===== config.mk =====
export PLATFORM = sky130hd
export DESIGN_NAME = unified_mem_arbiter
export DESIGN_NICKNAME = d
export VERILOG_FILES = /design/src/rtl/unified_mem_arbiter.sv
export SDC_FILE = /design/constraint.sdc
export NUM_CORES = 1
export LEC_CHECK = 0
export BUFFER_PORTS_ARGS = -buffer_cell sky130_fd_sc_hd__clkbuf_2
export CORE_MARGIN = 10
export CORE_UTILIZATION = 41
export DETAILED_ROUTE_END_ITERATION = 8
export PLACE_DENSITY = 0.85
export SETUP_SLACK_MARGIN = 0.1
export SLEW_MARGIN = 10
export SYNTH_ARGS = -nofsm -noshare
export SYNTH_HDL_FRONTEND = slang
export SYNTH_SLANG_ARGS = --single-unit

===== constraint.sdc =====
create_clock -name clk -period 1.6 [get_ports clk]
set_clock_uncertainty 0.05 [all_clocks]
set_input_delay 0.08 -clock clk [delete_from_list [all_inputs] [get_ports clk]]
set_output_delay 0.08 -clock clk [all_outputs]
set_load 0.005 [all_outputs]

===== src/rtl/unified_mem_arbiter.sv =====
// Shares one single-port memory between the fetch (IF) and data (DM) stages.
// DM has priority, IF is forced through after MAX_DM_STREAK DM grants, and every access is timeout-bounded.
module unified_mem_arbiter #(
  parameter int             AW            = 32,
  parameter int             DW            = 32,
  parameter int             MAX_DM_STREAK = 4,
  parameter int             TIMEOUT       = 16,
  parameter logic [DW-1:0]  ERR_DATA      = DW'(32'h00000013)
) (
  input  logic            clk,
  input  logic            rst,
  input  logic            if_req,
  input  logic [AW-1:0]   if_addr,
  output logic            if_done,
  output logic [DW-1:0]   if_rdata,
  input  logic            dm_req,
  input  logic            dm_we,
  input  logic [AW-1:0]   dm_addr,
  input  logic [DW-1:0]   dm_wdata,
  input  logic [DW/8-1:0] dm_be,
  output logic            dm_done,
  output logic [DW-1:0]   dm_rdata,
  output logic            stall_f,
  output logic            stall_m,
  output logic            mem_req,
  output logic            mem_we,
  output logic [AW-1:0]   mem_addr,
  output logic [DW-1:0]   mem_wdata,
  output logic [DW/8-1:0] mem_be,
  input  logic            mem_ack,
  input  logic [DW-1:0]   mem_rdata,
  output logic            bus_err
);
  localparam int SW = $clog2(MAX_DM_STREAK + 1);
  localparam int TW = $clog2(TIMEOUT);

  typedef enum logic [1:0] {IDLE, BUSY_IF, BUSY_DM} state_t;

  state_t        state, state_nxt;
  logic [SW-1:0] streak;
  logic [TW-1:0] tcnt;
  logic          if_m, dm_m, force_if, busy;
  logic          grant_if, grant_dm, finish, timed_out;

  // A port whose done is high this cycle is finishing, not asking again.
  assign if_m     = if_req & ~if_done;
  assign dm_m     = dm_req & ~dm_done;
  assign force_if = if_m && (streak == SW'(MAX_DM_STREAK));
  assign busy     = (state != IDLE);
  assign mem_req  = busy;
  assign stall_f  = if_req & ~if_done;
  assign stall_m  = dm_req & ~dm_done;

  always_ff @(posedge clk or negedge rst) begin
    if (!rst) state <= IDLE;
    else      state <= state_nxt;
  end

  always_comb begin
    state_nxt = state;
    grant_if  = 1'b0;
    grant_dm  = 1'b0;
    finish    = 1'b0;
    timed_out = 1'b0;
    case (state)
      IDLE: begin
        if (dm_m && !force_if) begin
          grant_dm  = 1'b1;
          state_nxt = BUSY_DM;
        end else if (if_m) begin
          grant_if  = 1'b1;
          state_nxt = BUSY_IF;
        end
      end
      BUSY_IF, BUSY_DM: begin
        timed_out = !mem_ack && (tcnt == TW'(TIMEOUT - 1));
        finish    = mem_ack || timed_out;
        if (finish) state_nxt = IDLE;
      end
      default: state_nxt = IDLE;
    endcase
  end

  always_ff @(posedge clk or negedge rst) begin
    if (!rst) begin
      mem_we    <= 1'b0;
      mem_addr  <= '0;
      mem_wdata <= '0;
      mem_be    <= '0;
      if_done   <= 1'b0;
      dm_done   <= 1'b0;
      if_rdata  <= '0;
      dm_rdata  <= '0;
      bus_err   <= 1'b0;
      streak    <= '0;
      tcnt      <= '0;
    end else begin
      if_done <= 1'b0;
      dm_done <= 1'b0;
      if (grant_dm) begin
        mem_we    <= dm_we;
        mem_addr  <= dm_addr;
        mem_wdata <= dm_wdata;
        mem_be    <= dm_be;
        tcnt      <= '0;
        if (!if_m)                                 streak <= '0;
        else if (streak != SW'(MAX_DM_STREAK))     streak <= streak + 1'b1;
      end else if (grant_if) begin
        mem_we    <= 1'b0;
        mem_addr  <= if_addr;
        mem_wdata <= '0;
        mem_be    <= '1;
        tcnt      <= '0;
        streak    <= '0;
      end else if (busy) begin
        // wraps harmlessly on the finishing cycle; cleared again at the next grant
        tcnt <= tcnt + 1'b1;
      end
      if (finish) begin
        mem_we <= 1'b0;
        if (state == BUSY_IF) begin
          if_done  <= 1'b1;
          if_rdata <= timed_out ? ERR_DATA : mem_rdata;
        end else begin
          dm_done  <= 1'b1;
          dm_rdata <= timed_out ? ERR_DATA : mem_rdata;
        end
        if (timed_out) bus_err <= 1'b1;
      end
    end
  end
endmodule

Word level (Yosys, flattened, before mapping)
Cells that the tools add are included.

storage, ports and cells
  register bits = 145
  bits of input ports = 138
  output and inout bits = 139

cells by class
  add/sub/neg operators = 2
  equal/unequal tests = 8
  muxes and demuxes = 32
  bitwise gates (word level) = 5
  reductions and logical operators = 17

operators by type and width
  cell                                                                    number
  32-bit 2-to-1 mux                                                       5
  4-bit 2-to-1 mux                                                        5
  1-bit 2-to-1 mux                                                        14
  3-bit 2-to-1 mux                                                        4
  2-bit AND reduction                                                     5
  2-bit 2-to-1 mux                                                        3
  3-bit != test (second input constant)                                   2
  3-bit nonzero test                                                      2
  4-bit by 1-bit adder with 4-bit output (second input constant)          1
  4-bit equality test (second input constant)                             1
  2-bit case mux with 2 select lines                                      1
  2-bit nonzero test                                                      2
  3-bit by 1-bit adder with 3-bit output (second input constant)          1
  3-bit equality test (second input constant)                             1
  1-bit logical AND                                                       3
  3-bit by 2-bit != test with 1-bit output (second input constant)        1
  1-bit NOT                                                               3
  1-bit bitwise AND                                                       2
  2-bit by 1-bit equality test with 1-bit output (second input constant)  1
  2-bit equality test (second input constant)                             1
  1-bit logical NOT                                                       2
  2-bit logical NOT                                                       1
  2-bit != test (second input constant)                                   1
  2-bit OR reduction                                                      1
  1-bit logical OR                                                        1

Logic depth before layout (Yosys ltp)
Gate-level depths: netlist of run 1.

  depth after elaboration = 10
  mapped depth = 8

Worst setup path before layout of run 1
No wires, ideal clock.

  path type = register to register
  start point = register state[0]
  end point = register streak[1]
  library setup time = 0.074 ns
  data arrival time = 1.567 ns
  data required time = 1.476 ns
  path slack = -0.091 ns
  cell stages (with the launch flop) = 9
  path buffers = 2
  cells stage by stage = dfrtp_1 inv_1 ha_1 inv_1 a311oi_4 buf_6 buf_12 nand3_2 o21ai_2

between the ends
  word-level cells in the longest chain between the ends = 4

ends and longest elaborated chain
  item                                                                                                    line  source
  from (decl)                                                                                             39    state_t state, state_nxt;
  from (signal assigned)                                                                                  56    else state <= state_nxt;
  2-bit logical NOT *                                                                                     65    case (state)
  1-bit 2-to-1 mux                                                                                        65
  3-bit by 2-bit != test with 1-bit output (no source line) / 2-bit nonzero test (equally long branches)  --
  2-bit AND reduction (no source line)                                                                    --
  to (signal assigned)                                                                                    107   else if (streak != SW'(MAX_DM_STREAK)) streak <= streak + 1'b1;
  to (decl)                                                                                               40    logic [SW-1:0] streak;

Mark *: on every way between the ends. The rest lies on a longest branch, timed or not.
A chain may end at the register's enable or synchronous reset.

Final worst setup path of run 1
  start point = register state[0]
  end point = register mem_addr[17]

between the ends
  word-level cells in the longest chain between the ends = 3

ends and longest elaborated chain
  item                                                            line  source
  2-bit logical NOT *                                             65
  1-bit 2-to-1 mux                                                65
  32-bit 2-to-1 mux / 2-bit nonzero test (equally long branches)  --
  to (signal assigned)                                            102   mem_addr <= dm_addr;
  to (signal assigned)                                            110   mem_addr <= if_addr;
  to (decl)                                                       27    output logic [AW-1:0] mem_addr,

Marked as above.

==> run_results.csv, run 1 <==
group,metric,value,unit
layout,fin_nets,1038,
layout,drive_above_1_share,47.4,%
synthesis,post-synth-top-area-cell,"dfrtp_1",
floorplan,die_w,137,microns
grt,grt_pass1_vias,6542,
routing,first_pass_iters,5,
synthesis,syn-num-nets,574,
grt,grt_max_degree,58,
hold_path,worstHoldPathType,"input port to asynchronous set/reset pin",
cts,cts_buffers,17,
timing,fmax,0.577,GHz
synthesis,yosysSeqAreaShare,64.7,%
timing,finalSetupViolCount,123,
placed_design,dp_slack,-0.100,ns
floorplan,start_util,42.2,%
timing,setup_tns,-6.17,ns
synthesis,synth_top_area_share,64.7,%
timing,hold_viol_final,0,
timing,rsz0062_at_grt,"yes",
critical_path,worst-endpoint-required,1.87,ns
floorplan,core_area,13300,sq um
critical_path,end_kind,"flop",
power_and_ir_drop,powerDensity,1950,nW/um^2
power_and_ir_drop,ir_drop,1170,uV
grt,antenna_found_initial,2,
routing,ant_nets,0,
floorplan,ios,277,
critical_path,r2r_cells,9,
timing,period_needed,1.73,ns
cts,clock_latency,0.42,ns
cts,cts_tree,"built",
routing,vias,6049,
placed_design,place.gp.congestion,0.860,
critical_path,worstPathArrival,2.00,ns
critical_path,path_max_fanout,8,
cts,path_clk_slew,0.07,ns
timing,max_slew.worst_pin.slew,0.412,ns
layout,multiInputGateArea,2080,sq um
layout,fill_cells,731,
critical_path,timing_worst_setup_path_type,"flop to flop",
status,outcome,"complete, but fails checks",
power_and_ir_drop,p_total,20.3,mW
placed_design,hpwl,13.4,mm
grt,grt_overflow,0,
floorplan,rows,42,
synthesis,syn_inst,431,
routing,drc,0,
grt,grt_pass1_wl,37.4,mm
synthesis,syn_area,5610,sq um
timing,maxSlewHeadroom,72.5,%
routing,drtIter0Drc,451,
synthesis,yosys_register_bits,145,
synthesis,ys_types,33,
power_and_ir_drop,p_leak,5.12,nW
timing,period_share,108,%
job,cap_violations,0,
layout,final_common_cell,"clkbuf_2",
cts,cts_root_buffer,"clkbuf_16",
status,violations,"negative setup slack",
layout,fin_area,10400,sq um
grt,grt_use_total,25.8,%
cts,cts_sinks,145,
critical_path,setup.worst_path.start_class,"flop",
synthesis,syn_area_per_cell,13.0,sq um
timing,fin_ws,-0.132,ns
synthesis,synthTopCellsByArea,"dfrtp_1 (65%), a22o_1 (14%), o22ai_1 (3.7%)",
cts,h-tree-depth,4,
layout,seq_area,3630,sq um
routing,routed_wl,25.9,mm
placed_design,portBuffers,276,
floorplan,design.die.area,18800,sq um
floorplan,chipHeight,137,microns
placed_design,dpl_cell_area,7400,sq um
synthesis,yosys_warnings,0,
layout,area_delta_synth_final,84.9,%
cts,clk_path_buf_depth,2,
routing,vias_per_cell,5.56,
routing,post_drt_wl_per_cell,23.8,microns
layout,layout_common_cells,"clkbuf_2 (273), dfrtp_1 (145), dlygate4sd3_1 (135)",
timing,slew_viol_final,0,
==> timing repair <==
action,in CTS,in global routing
gates resized for setup,63,25
gates cloned,9,8
hold endpoints to repair,279,1
hold buffers,134,1
endpoints found under the setup margin,143,145
buffers inserted,14,6
pin swaps,44,59
==> kinds of logic (layout without fill, tap and decap cells) <==
| family | count (synthesis) | in the layout | share of synthesized area [%] |
|---|---|---|---|
| AOI/OAI and AO/OA | 181 | 181 | 24.7 |
| DFF | 145 | 145 | 64.7 |
| and+or+nand+nor | 55 | 55 | 4.46 |
| buffers and inverters | 43 | 520 | 4.69 |
| adders and majority gates | 5 | 5 | 1.12 |
| xor gates and xnor gates | 1 | 1 | 0.156 |
| muxes | 1 | 1 | 0.178 |
| other | 0 | 3 | 0 |
==> sequential cells by signal, indices dropped and copies added, names as in the netlist, 2 cells and up <==
signal     count
dm_rdata      32
if_rdata      32
mem_addr      32
mem_wdata     32
mem_be         4
tcnt           4
streak         3
state          2
==> metal layers <==
| metal | vias up | share of wire, % | global-route usage [%] | wire length (microns) |
|---|---|---|---|---|
| met5 | - | 0 | 0 | 0 |
| met4 | 0 | 3.4 | 11.5 | 880 |
| met3 | 75 | 11 | 8.50 | 2750 |
| met2 | 435 | 49 | 42.9 | 12800 |
| met1 | 2971 | 37 | 29.5 | 9440 |
| li1 | 2568 | - | - | - |
==> worst paths after layout <==
check                                              from                   endpoint  slack [ns]
worst max-delay path               state[0]$_DFFE_PN0P_   mem_addr[17]$_DFFE_PN0P_       -0.13
min in group clk                                 dm_req      streak[2]$_DFFE_PN0P_        0.19
max in group asynchronous                           rst  mem_wdata[29]$_DFFE_PN0P_        0.80
worst min-delay path                                rst   if_rdata[20]$_DFFE_PN0P_        0.12
worst max register to register     state[0]$_DFFE_PN0P_   mem_addr[17]$_DFFE_PN0P_       -0.13
worst min register to register  mem_addr[5]$_DFFE_PN0P_    mem_addr[5]$_DFFE_PN0P_        0.44
==> area by class of cell <==
class / instances / share of cell area (%)
clock inverter: 15 / 1.58
sequential: 145 / 35.0
clock buffer: 17 / 4.10
tap: 176 / 2.12
timing repair buffer: 479 / 36.6
antenna: 3 / 0.0724
multi-input combinational: 243 / 20.1
inverter: 9 / 0.422
==> cells in the mapped netlist (all sizes together) <==
cell      n
xnor2     1
a22oi     1
o22a     10
o22ai    33
nand2    39
a31o      2
a22o     91
nor2      2
ha        5
nor3      1
a311oi    1
buf      20
o21ai    37
nand3     3
nand2b    5
mux2i     1
dfrtp   145
o21a      2
or2       1
clkbuf   14
o211ai    1
o31ai     1
and3      2
a32o      2
inv       9
nor2b     1
nand3b    1
==> worst max-delay path: stages, from the launching register on <==
cell and delay [ns]:
dfrtp_1 0.40, inv_2 0.08, ha_4 0.14, inv_4 0.04
a311oi_4 0.23, buf_6 0.20, buf_12 0.11, buf_16 0.13
o22ai_4 0.07, o21ai_2 0.16
==> power by group <==
part           leakage, nW  switching, mW  internal, mW
Combinational         3.02           4.58          5.14
Sequential            1.81           1.18          5.40
Clock                0.293           1.75          2.22
==> stage by stage <==
step / cells / hold slack, ns / util [%]
after floorplan: 431 / -0.266 / -
after global placement: 882 / -0.0305 / 55.7
after detailed placement: 882 / -0.0289 / 55.7
after CTS: 1070 / -0.0535 / 75.3
after global routing: 1086 / 0.151 / 78.0
final: 1087 / 0.121 / 78.0
No activity file was read; power rests on OpenSTA's default activity.
==> inputs of run 2 (changes only) <==
- GPL_ROUTABILITY_DRIVEN: not set -> 0
- RECOVER_POWER: not set -> 100
- SLEW_MARGIN: 10 -> not set
==> run_results.csv, run 2 (synthesized netlist as in run 1, its figures left out) <==
group,metric,value,unit
status,outcome,"complete, but fails checks",
status,violations,"negative setup slack",
hold_path,hp-start,"dm_req",
cts,path_clk_slew,0.07,ns
timing,period_needed,1.72,ns
floorplan,start_util,42.2,%
power_and_ir_drop,p_leak,4.71,nW
power_and_ir_drop,ir_drop,1150,uV
cts,cts_sinks,145,
timing,rsz0062_at_grt,"yes",
critical_path,worstPathArrival,1.99,ns
floorplan,ios,277,
critical_path,cp-startpoint,"state[0]$_DFFE_PN0P_",
cts,cts_tree,"built",
placed_design,hpwl,13.4,mm
routing,drc,0,
critical_path,setup.worst_path.start_class,"flop",
cts,cts_buffers,17,
grt,grt_max_degree,58,
grt,grt_pass1_wl,37.4,mm
routing,first_pass_iters,5,
timing,max_slew.worst_pin.slew,1.05,ns
layout,layout_common_cells,"clkbuf_2 (146), dfrtp_1 (145), dlygate4sd3_1 (135)",
power_and_ir_drop,p_total,19.9,mW
critical_path,path_max_fanout,8,
cts,cts_root_buffer,"clkbuf_16",
routing,vias_per_cell,5.56,
layout,fin_util,76.5,%
layout,fin_nets,1038,
layout,drive_above_1_share,33.0,%
grt,grt_overflow,0,
timing,finalSetupViolCount,109,
critical_path,end_kind,"flop",
timing,slew_viol_final,0,
routing,ant_nets,0,
placed_design,portBuffers,276,
grt,grt_use_total,25.8,%
cts,clk_path_buf_depth,2,
floorplan,chipHeight,137,microns
routing,routed_wl,25.8,mm
cts,h-tree-depth,4,
timing,fin_ws,-0.118,ns
critical_path,r2r-start,"state[0]$_DFFE_PN0P_",
cts,clock_latency,0.41,ns
floorplan,design.die.area,18800,sq um
routing,drtIter0Drc,432,
power_and_ir_drop,powerDensity,1950,nW/um^2
job,cap_violations,0,
timing,maxSlewHeadroom,29.9,%
floorplan,rows,42,
layout,area_delta_synth_final,81.3,%
critical_path,worst-endpoint-required,1.87,ns
floorplan,core_area,13300,sq um
critical_path,timing_worst_setup_path_type,"flop to flop",
timing,fmax,0.582,GHz
layout,final_common_cell,"clkbuf_2",
routing,vias,6039,
grt,grt_pass1_vias,6542,
timing,period_share,107,%
hold_path,worstHoldPathType,"input port to flop",
timing,hold_viol_final,0,
routing,post_drt_wl_per_cell,23.8,microns
grt,antenna_found_initial,2,
floorplan,die_w,137,microns
## run 2: cell count changes in the layout (fill, tap and decap cells not counted), sizes merged
cell	before	now
diode	3	2
buf	62	58
clkbuf	297	301
## run 2: final timing paths
path	endpoint	slack, ns	cells past startpoint
worst max register to register	mem_addr[17]$_DFFE_PN0P_	-0.12	9
worst min register to register	mem_addr[5]$_DFFE_PN0P_	0.44	2
min in group asynchronous	if_rdata[4]$_DFFE_PN0P_	0.39	2
max in group asynchronous	mem_wdata[3]$_DFFE_PN0P_	0.19	3
worst min-delay path	streak[2]$_DFFE_PN0P_	0.16	4
worst max-delay path	mem_addr[17]$_DFFE_PN0P_	-0.12	9
## run 2: repair_timing
item                                   in CTS  in global routing
buffers inserted                           14                  6
gates resized for setup                    63                 25
setup endpoints to repair                 143                145
endpoints found under the hold margin     279                  1
cloned                                      9                  8
hold buffers                              134                  1
pin swaps                                  44                 59
## run 2: metal layers
layer	track usage [%]	share of wire, %	vias to the layer above
met5	0	0	-
met4	11.5	3.4	0
met3	8.50	10	71
met2	42.9	49	442
met1	29.5	37	2957
li1	-	-	2569
## run 2: power by group
group	internal (mW)	total, mW	switching, mW
sequential	5.40	6.55	1.15
combinational	4.75	9.33	4.58
clock	2.23	3.97	1.75
total	12.4	19.9	7.48
## run 2: through the flow
| stage | area, sq um | worst slack [ns] | hold WS, ns | instances | TNS [ns] |
|---|---|---|---|---|---|
| finish | 10200 | -0.118 | 0.159 | 1086 | -6.14 |
| global route | 10200 | -0.163 | 0.192 | 1086 | -13.35 |
| CTS | 10000 | -0.0643 | -0.0535 | 1070 | -2.56 |
| detailed placement | 7400 | -0.100 | -0.0289 | 882 | -5.62 |
| global placement | 7400 | -0.0350 | -0.0305 | 882 | -1.70 |
| floorplan | 5670 | 0.0242 | -0.266 | 431 | 0 |
## run 2: cell type report
cell class | instances | area (sq um)
Clock buffer | 17 | 425
Tap cell | 176 | 220
Inverter | 9 | 43.8
Sequential cell | 145 | 3630
Fill cell | 834 | 3130
Multi-Input combinational cell | 243 | 2070
Antenna cell | 2 | 5.00
Timing Repair Buffer | 479 | 3610
Clock inverter | 15 | 164
## run 2: critical path: stages (launching register included)
cell and delay (ns):
dfrtp_1 0.40, inv_2 0.08, ha_4 0.14, inv_4 0.04
a311oi_4 0.23, buf_6 0.20, buf_12 0.11, buf_16 0.13
o22ai_4 0.07, o21ai_2 0.16
